===== config.mk =====
export PLATFORM = sky130hd
export DESIGN_NAME = otbn_keccak_theta_unit_flat
export DESIGN_NICKNAME = d
export VERILOG_FILES = /design/src/rtl/otbn_keccak_theta_unit_if.sv /design/src/rtl/otbn_keccak_theta_unit.sv /design/src/flat_wrapper.sv
export SDC_FILE = /design/constraint.sdc
export NUM_CORES = 2
export LEC_CHECK = 0
export ABC_AREA = 0
export BUFFER_PORTS_ARGS = -buffer_cell sky130_fd_sc_hd__buf_2
export CAP_MARGIN = 20
export CORE_UTILIZATION = 53
export DETAILED_ROUTE_END_ITERATION = 10
export GPL_TIMING_DRIVEN = 1
export PLACE_DENSITY = 0.71
export SLEW_MARGIN = 20
export SYNTH_ARGS = -nofsm -noshare
export SYNTH_HDL_FRONTEND = slang
export SYNTH_SLANG_ARGS = --single-unit

===== constraint.sdc =====
create_clock -name clk_i -period 11.4 [get_ports clk_i]
set_input_delay 1.71 -clock clk_i [delete_from_list [all_inputs] [get_ports clk_i]]
set_output_delay 1.71 -clock clk_i [all_outputs]
set_load 0.02 [all_outputs]

===== src/rtl/otbn_keccak_theta_unit_if.sv =====
// Handshake and readout bus of the Keccak theta-parity unit.
// The master side drives lanes and readout selects.
// The slave side is the theta unit, which returns ready/status and the slotted D word.
interface otbn_keccak_theta_unit_if;
  logic         start_i;
  logic         lane_valid_i;
  logic [2:0]   lane_x_i;
  logic [63:0]  lane_i;
  logic         lane_ready_o;
  logic         busy_o;
  logic         d_valid_o;
  logic [2:0]   d_sel_i;
  logic [1:0]   d_w_sel_i;
  logic [255:0] d_o;
  logic         err_o;

  modport master (
    output start_i, lane_valid_i, lane_x_i, lane_i, d_sel_i, d_w_sel_i,
    input  lane_ready_o, busy_o, d_valid_o, d_o, err_o
  );

  modport slave (
    input  start_i, lane_valid_i, lane_x_i, lane_i, d_sel_i, d_w_sel_i,
    output lane_ready_o, busy_o, d_valid_o, d_o, err_o
  );
endinterface


===== src/rtl/otbn_keccak_theta_unit.sv =====
// Sequential Keccak theta-parity stage.
// - Accumulates the column parities C[x] from 25 lanes, one lane per cycle.
// - Then computes D[x] = C[x-1] ^ rotl(C[x+1],1), one D per cycle.
// - D[x] is presented in a selectable 64-bit slot of a 256-bit word.
// Optional feature macro: OTBN_KECCAK_THETA_COLCHECK_EN adds per-column lane
// counters. These drive a sticky err_o on column overflow or an out-of-range x.
module otbn_keccak_theta_unit (
  input  logic                        clk_i,
  input  logic                        rst_ni,
  otbn_keccak_theta_unit_if.slave     bus
);

  typedef enum logic [1:0] {IDLE, ACCUM, COMPUTE, DONE} state_e;

  state_e       state_q, state_d;
  logic [63:0]  c_q [5];
  logic [63:0]  d_q [5];
  logic [4:0]   cnt_q;
  logic [2:0]   k_q;
  logic         lane_ready_q, busy_q, d_valid_q;

  logic         start_ok;
  logic         accept;
  logic         x_ok;
  logic         last_lane;
  logic [2:0]   k_m1, k_p1;
  logic [63:0]  theta_d;
  logic [255:0] d_word;

  // A start pulse is ignored while D is being computed.
  assign start_ok  = bus.start_i && (state_q != COMPUTE);
  assign accept    = bus.lane_valid_i && (state_q == ACCUM);
  assign x_ok      = (bus.lane_x_i <= 3'd4);
  assign last_lane = accept && x_ok && (cnt_q == 5'd24) && !bus.start_i;

  assign k_m1    = (k_q == 3'd0) ? 3'd4 : (k_q - 3'd1);
  assign k_p1    = (k_q == 3'd4) ? 3'd0 : (k_q + 3'd1);
  assign theta_d = c_q[k_m1] ^ {c_q[k_p1][62:0], c_q[k_p1][63]};

  // Next-state selection for the accumulate/compute sequencer.
  always_comb begin
    state_d = state_q;
    unique case (state_q)
      IDLE:    if (bus.start_i) state_d = ACCUM;
      ACCUM:   if (bus.start_i) state_d = ACCUM;
               else if (last_lane) state_d = COMPUTE;
      COMPUTE: if (k_q == 3'd4) state_d = DONE;
      DONE:    if (bus.start_i) state_d = ACCUM;
      default: state_d = IDLE;
    endcase
  end

  // Sequencer state, registered status outputs, parity accumulation and D computation.
  always_ff @(posedge clk_i) begin
    if (!rst_ni) begin
      state_q      <= IDLE;
      lane_ready_q <= 1'b0;
      busy_q       <= 1'b0;
      d_valid_q    <= 1'b0;
      cnt_q        <= 5'd0;
      k_q          <= 3'd0;
      for (int i = 0; i < 5; i++) begin
        c_q[i] <= 64'd0;
        d_q[i] <= 64'd0;
      end
    end else begin
      state_q      <= state_d;
      lane_ready_q <= (state_d == ACCUM);
      busy_q       <= (state_d == ACCUM) || (state_d == COMPUTE);
      d_valid_q    <= (state_d == DONE);

      if (start_ok) begin
        cnt_q <= 5'd0;
        for (int i = 0; i < 5; i++) c_q[i] <= 64'd0;
      end else if (accept && x_ok) begin
        c_q[bus.lane_x_i] <= c_q[bus.lane_x_i] ^ bus.lane_i;
        cnt_q             <= cnt_q + 5'd1;
      end

      if (state_q == COMPUTE) begin
        d_q[k_q] <= theta_d;
        k_q      <= k_q + 3'd1;
      end else begin
        k_q      <= 3'd0;
      end
    end
  end

`ifdef OTBN_KECCAK_THETA_COLCHECK_EN
  logic [2:0] col_cnt_q [5];
  logic       err_q;

  // Per-column lane counts; the error flag is sticky until start or reset.
  always_ff @(posedge clk_i) begin
    if (!rst_ni) begin
      err_q <= 1'b0;
      for (int i = 0; i < 5; i++) col_cnt_q[i] <= 3'd0;
    end else if (start_ok) begin
      err_q <= 1'b0;
      for (int i = 0; i < 5; i++) col_cnt_q[i] <= 3'd0;
    end else if (accept) begin
      if (!x_ok) begin
        err_q <= 1'b1;
      end else if (col_cnt_q[bus.lane_x_i] == 3'd5) begin
        err_q <= 1'b1;
      end else begin
        col_cnt_q[bus.lane_x_i] <= col_cnt_q[bus.lane_x_i] + 3'd1;
      end
    end
  end

  assign bus.err_o = err_q;
`else
  assign bus.err_o = 1'b0;
`endif

  // Slotted readout, visible only once every D register is final.
  always_comb begin
    d_word = '0;
    if (d_valid_q && (bus.d_sel_i <= 3'd4)) begin
      d_word = {192'd0, d_q[bus.d_sel_i]} << {bus.d_w_sel_i, 6'd0};
    end
  end

  assign bus.lane_ready_o = lane_ready_q;
  assign bus.busy_o       = busy_q;
  assign bus.d_valid_o    = d_valid_q;
  assign bus.d_o          = d_word;

endmodule


===== src/flat_wrapper.sv =====
// flat-port wrapper written by rule: the top's interface ports become plain ports
module otbn_keccak_theta_unit_flat 
  (clk_i, rst_ni, bus_start_i, bus_lane_valid_i, bus_lane_x_i, bus_lane_i, bus_d_sel_i, bus_d_w_sel_i, bus_lane_ready_o, bus_busy_o, bus_d_valid_o, bus_d_o, bus_err_o);
  otbn_keccak_theta_unit_if bus_i ();
  input  logic clk_i;
  input  logic rst_ni;
  input wire logic [$bits(bus_i.start_i)-1:0] bus_start_i;
  input wire logic [$bits(bus_i.lane_valid_i)-1:0] bus_lane_valid_i;
  input wire logic [$bits(bus_i.lane_x_i)-1:0] bus_lane_x_i;
  input wire logic [$bits(bus_i.lane_i)-1:0] bus_lane_i;
  input wire logic [$bits(bus_i.d_sel_i)-1:0] bus_d_sel_i;
  input wire logic [$bits(bus_i.d_w_sel_i)-1:0] bus_d_w_sel_i;
  output wire logic [$bits(bus_i.lane_ready_o)-1:0] bus_lane_ready_o;
  output wire logic [$bits(bus_i.busy_o)-1:0] bus_busy_o;
  output wire logic [$bits(bus_i.d_valid_o)-1:0] bus_d_valid_o;
  output wire logic [$bits(bus_i.d_o)-1:0] bus_d_o;
  output wire logic [$bits(bus_i.err_o)-1:0] bus_err_o;
  assign bus_i.start_i = bus_start_i;
  assign bus_i.lane_valid_i = bus_lane_valid_i;
  assign bus_i.lane_x_i = bus_lane_x_i;
  assign bus_i.lane_i = bus_lane_i;
  assign bus_i.d_sel_i = bus_d_sel_i;
  assign bus_i.d_w_sel_i = bus_d_w_sel_i;
  assign bus_lane_ready_o = bus_i.lane_ready_o;
  assign bus_busy_o = bus_i.busy_o;
  assign bus_d_valid_o = bus_i.d_valid_o;
  assign bus_d_o = bus_i.d_o;
  assign bus_err_o = bus_i.err_o;
  otbn_keccak_theta_unit u_core (.clk_i(clk_i), .rst_ni(rst_ni), .bus(bus_i));
endmodule

# Word-level counts from Yosys, hierarchy flattened
# Memories as Yosys holds them, arrays and structs flattened.
# Index checks and enable logic that the tools add are counted.
# word_totals
elab_cells	76
input_bits	76
memories	2
out_inout_bits	260
ram_bits	640
regBits	13
# mem_list
name	words	word_bits	rd	rd_ports_with_merged_regs	write_ports	line_no	text
u_core.c_q	5	64	3	0	5	otbn_keccak_theta_unit.sv:16	logic [63:0] c_q [5];
u_core.d_q	5	64	1	0	5	otbn_keccak_theta_unit.sv:17	logic [63:0] d_q [5];
# op_classes
add_sub_neg	3
reduce_logical	15
bitwise	8
n_mux	30
eq_ne	9
shifts	1
n_lt_le_gt_ge	2
# op_table
op	n
$mux W64	7
$mux W256	1
$shl A64 B8 Y256	1
$reduce_or A64 Y1	2
$xor A64 B64 Y64	2
$mux W1	13
$mux W3	4
$eq A2 B2 Y1 const B	4
$mux W2	4
$le A3 B3 Y1 const B	2
$logic_and A1 B1 Y1	6
$pmux W2 S3	1
$add A5 B1 Y5 const B	1
$eq A5 B5 Y1 const B	1
$or A1 B1 Y1	5
$eq A2 B1 Y1 const B	2
$reduce_or A2 Y1	2
$add A3 B1 Y3 const B	1
$eq A3 B3 Y1 const B	1
$logic_not A3 Y1	1
$sub A3 B1 Y3 const B	1
$logic_not A2 Y1	1
$ne A2 B2 Y1 const B	1
$reduce_and A2 Y1	1
other kinds (3)	3

# Logic depth before layout (Yosys ltp)
# logic_depth
word_depth	10
ltp_mapped	14
depth_no_buf	8

# Worst setup path after synthesis
# OpenSTA, ideal clock, no wires.
# synth_path
path_kind	in2reg
from	input port rst_ni
to	memory u_core.d_q[5][0] (enable)
required_time_ns	10.822
path_stages	2
path_buffers	0
setup_ns	0.578
t_arrival_ns	6.543
path_slack_ns	4.280
path_cell_list	nand3_1 -> nor3b_1
# synth_rtl
item	line_no	text
from (decl)	flat_wrapper.sv:6	input logic rst_ni;
to (decl)	otbn_keccak_theta_unit.sv:17	

# Worst setup path in the final report
# layout_path
from	input port bus_d_sel_i[0]
to	output port bus_d_o[69]
# layout_between
elab_chain_len	3
elab_cells_between_ends	5
cone_classes	1 x order compare; 1 x shift; 1 x mux; 1 x reduce/logical; 1 x memory
# layout_lines
item	line_no	text
from (decl)	flat_wrapper.sv:11	input wire logic [$bits(bus_i.d_sel_i)-1:0] bus_d_sel_i;
$mem_v2 Z5 W64 or $le A3 B3 Y1 (tied branches)	--	
$shl A64 B8 Y256 or $logic_and A1 B1 Y1 (tied branches)	otbn_keccak_theta_unit.sv:121, otbn_keccak_theta_unit.sv:120	
$mux W256 *	otbn_keccak_theta_unit.sv:120	if (d_valid_q && (bus.d_sel_i <= 3'd4)) begin
to (decl)	flat_wrapper.sv:16	output wire logic [$bits(bus_i.d_o)-1:0] bus_d_o;
# Mark *: on every way between the ends. The rest lies on a longest branch, timed or not.

==> results.yml <==
status:
  status: "completed"
sta:
  finalMaxSlewViolations: 0
  finClkSkew_ns: 0.0318
  hold_slack_ns: 0.508
  timing.final.crit_share_pct: 55.6
  max_freq_mhz: 158
  rsz0062_at_grt: "false"
  finalCriticalPeriod_ns: 6.34
  setup_tns_ns: 0
  worst_pin_slew_ns: 1.24
  setup_violations: 0
  relSlewSlack_pct: 16.8
  hold_violations: 0
  setup_ws_ns: 5.06
worst_setup_path:
  reg2reg_slack_ns: 6.13
  arrival_ns: 4.63
  max_stage_delay_ns: 0.81
  timing.rr.end: "u_core.d_q[5][34]"
  crit_chain: "clkbuf_8 -> buf_4 -> mux4_2 -> mux2i_1 -> nor2_1 -> buf_2"
  crit_path_max_fanout: 54
  startpoint_type: "primary input"
  end_kind: "primary output"
  worstSetupPathType: "primary input to primary output"
  crit_buf_inv: 3
  worstPathRequired_ns: 9.69
  reg2reg_from: "u_core.k_q[0]"
  reg2reg_depth: 8
  crit_path_top_delay_cell: "buf_4"
  path_delay_family: "buffers and inverters"
die:
  start_util_pct: 53.8
  dieArea_mm2: 0.102
  die_w_um: 319
  die_h_um: 319
  ios: 336
  rows: 115
  coreArea_mm2: 0.0989
finish:
  stdcell_area_mm2: 0.0600
  n_fill_cell: 7662
  final_common_cell: "edfxtp_1"
  seq_area_mm2: 0.0310
  drive_gt1_share_pct: 17.9
  multi_input_area_mm2: 0.0210
  final_nets: 4712
  final_cell_mix: "edfxtp_1 (1024), nor2_1 (990), mux2i_1 (356), buf_2 (328), conb_1 (193)"
  syn_to_final_growth_pct: 12.8
clock_tree:
  cts_tree: "built"
  post_cts_resized: 0
  ctsHoldBuffers: 0
  cts_root_buffer: "clkbuf_16"
  htreeDepth: 3
  clockBufferDepth: 3
  post_cts_buffers: 0
  cts.sinks: 1037
  cts_made_buffers: 105
  path_clk_slew_ns: 0.06
  clk_latency_ns: 0.72
global_routing:
  grt_usage_pct: 32.1
  grt_remaining_overflow: 0
  antenna_found_initial: 5
  grt_max_degree: 121
  grt_pass1_wl_um: 242000
  grt_pass1_vias: 37258
yosys:
  ys_seq_elements: 1037
  synth_cell_type_count: 68
  ys_seq_area_share_pct: 58.3
  synthArstFlopShare_pct: 0
  yosys_warnings: 0
  postSynthCellCount: 4265
  netlist_area_mm2: 0.0532
  synth_edf_count: 1024
  syn_area_per_cell_um2: 12.5
  yosys_most_used_dff: "edfxtp_1"
drt:
  routed_wl_um: 167000
  vias_per_cell: 6.49
  drt_iter0_markers: 5311
  first_pass_iters: 6
  drc_errors: 0
  antenna_left: 0
  wl_per_cell_um: 27.8
  via_count: 38956
worst_hold_path:
  min_path_type: "flip-flop to flip-flop"
  min_to: "u_core.cnt_q[4]"
  hold_path_startpoint: "u_core.cnt_q[4]"
  min_path_cells: 2
power_and_ir_drop:
  p_sw_mw: 2.14
  peakVddDrop_v: 0.000122
  p_int_mw: 6.66
  power.total_mw: 8.79
  p_per_area_mw_per_mm2: 147
  swShare_pct: 24.3
  leakagePower_nw: 22.5
  sequentialPowerShare_pct: 51.6
  p_comb_share_pct: 9.1
  clockPowerShare_pct: 39.3
place:
  dp.final_hpwl_um: 97400
  port_buffers: 334
  place_area_mm2: 0.0565
  routabilityCongestion: 0.886
  dp_worst_setup_slack_ns: 5.05
job:
  max_cap_viol_count: 0
## sequential cells by signal (all words and copies together) (netlist names)
register / count
u_core.bus.lane_ready_o: 1
u_core.k_q: 3
u_core.bus.busy_o: 1
u_core.c_q: 512
u_core.bus.d_valid_o: 1
u_core.d_q: 512
u_core.cnt_q: 5
u_core.state_q: 2
## power groups by stage
stage	clock (mW)	sequential (mW)	combinational (mW)
after floorplan	0	4.57	0.536
after global placement	0	4.60	0.768
after detailed placement	0	4.61	0.784
after CTS	3.49	4.53	0.788
after global routing	3.62	4.55	0.856
final	3.46	4.53	0.801
## cells in the mapped netlist (all sizes together) (6+ instances only)
library cell     n  share of area, %
a2bb2oi         48              0.79
o22a            16              0.26
nand3           20              0.19
nor2b           41              0.50
nor2           998               7.1
xnor2           37              0.67
and2             8             0.094
mux4           174               7.4
edfxtp        1024                58
inv            152               1.1
nor3             6             0.056
o21ai           91              0.86
or3              6             0.071
nand2          120              0.85
o221ai          75               1.2
mux2i          357               6.7
a221o           14              0.26
a221oi          84               1.4
clkbuf         175               1.2
dfxtp           13              0.49
o22ai           69              0.81
xor2            95               1.6
a22oi           75               1.1
a211o           17              0.28
a211oi          77               1.1
nand2b           8             0.094
a22o            47              0.77
mux2            29              0.62
a311oi           6             0.099
o211ai          20              0.28
ha               9              0.21
and3            38              0.45
buf            176               1.9
o21bai          17              0.24
o31ai           12              0.20
a21oi           80              0.79
## final cells by class
cell class,count,area share [%]
sequential,1037,51.7
clock buffer,128,4.56
multi-input combinational,2916,35.0
tap,1287,2.69
inverter,153,0.958
timing repair buffer,414,3.86
antenna,2,0.00835
clock inverter,67,1.22
## worst register-to-register path, stage by stage, from the launching register on
cell     delay (ns)
dfxtp_4        0.58
ha_1           0.33
buf_4          0.33
nor2_8         0.14
a21oi_4        0.88
buf_4          0.83
a21oi_1        0.55
xnor2_1        1.13
inv_1          0.19
## how the worst max path moves through the flow
| stage | cells past startpoint | to | from | slack (ns) |
|---|---|---|---|---|
| 2_1_floorplan | 2 | u_core.d_q[5][0] | rst_ni | 4.28 |
| 3_3_place_gp | 6 | bus_d_o[133] | bus_d_sel_i[0] | 5.06 |
| 3_5_place_dp | 6 | bus_d_o[197] | bus_d_sel_i[0] | 5.05 |
| 4_1_cts | 6 | bus_d_o[69] | bus_d_sel_i[0] | 5.04 |
| 5_1_grt | 6 | bus_d_o[5] | bus_d_sel_i[0] | 4.86 |
| 6_report | 6 | bus_d_o[69] | bus_d_sel_i[0] | 5.06 |
## per-layer routing
| metal | vias up | GRT usage (%) | part of all wire, % |
|---|---|---|---|
| met5 | - | 0 | 0.014 |
| met4 | 4 | 15.2 | 4.9 |
| met3 | 506 | 6.97 | 12 |
| met2 | 2711 | 51.5 | 46 |
| met1 | 19145 | 41.7 | 37 |
| li1 | 16590 | - | - |
## through the flow
stage | utilization, % | std cells
6_report | 60.7 | 6004
2_1_floorplan | - | 4457
3_5_place_dp | 57.1 | 5807
4_1_cts | 60.6 | 6002
3_3_place_gp | 57.1 | 5807
5_1_grt | 60.7 | 6003
## logic make-up (layout without fill, tap and decap cells)
logic type | count (synthesis) | in the layout | share of synthesized area, %
AOI/OAI and AO/OA | 763 | 763 | 10.7
xor gates and xnor gates | 132 | 132 | 2.23
adders and majority gates | 9 | 9 | 0.212
buffers and inverters | 504 | 762 | 4.18
DFF | 1037 | 1037 | 58.3
muxes | 560 | 560 | 14.7
other | 1 | 195 | 0.00705
and+or+nand+nor | 1259 | 1259 | 9.60
(Power assumes the default switching activity.)
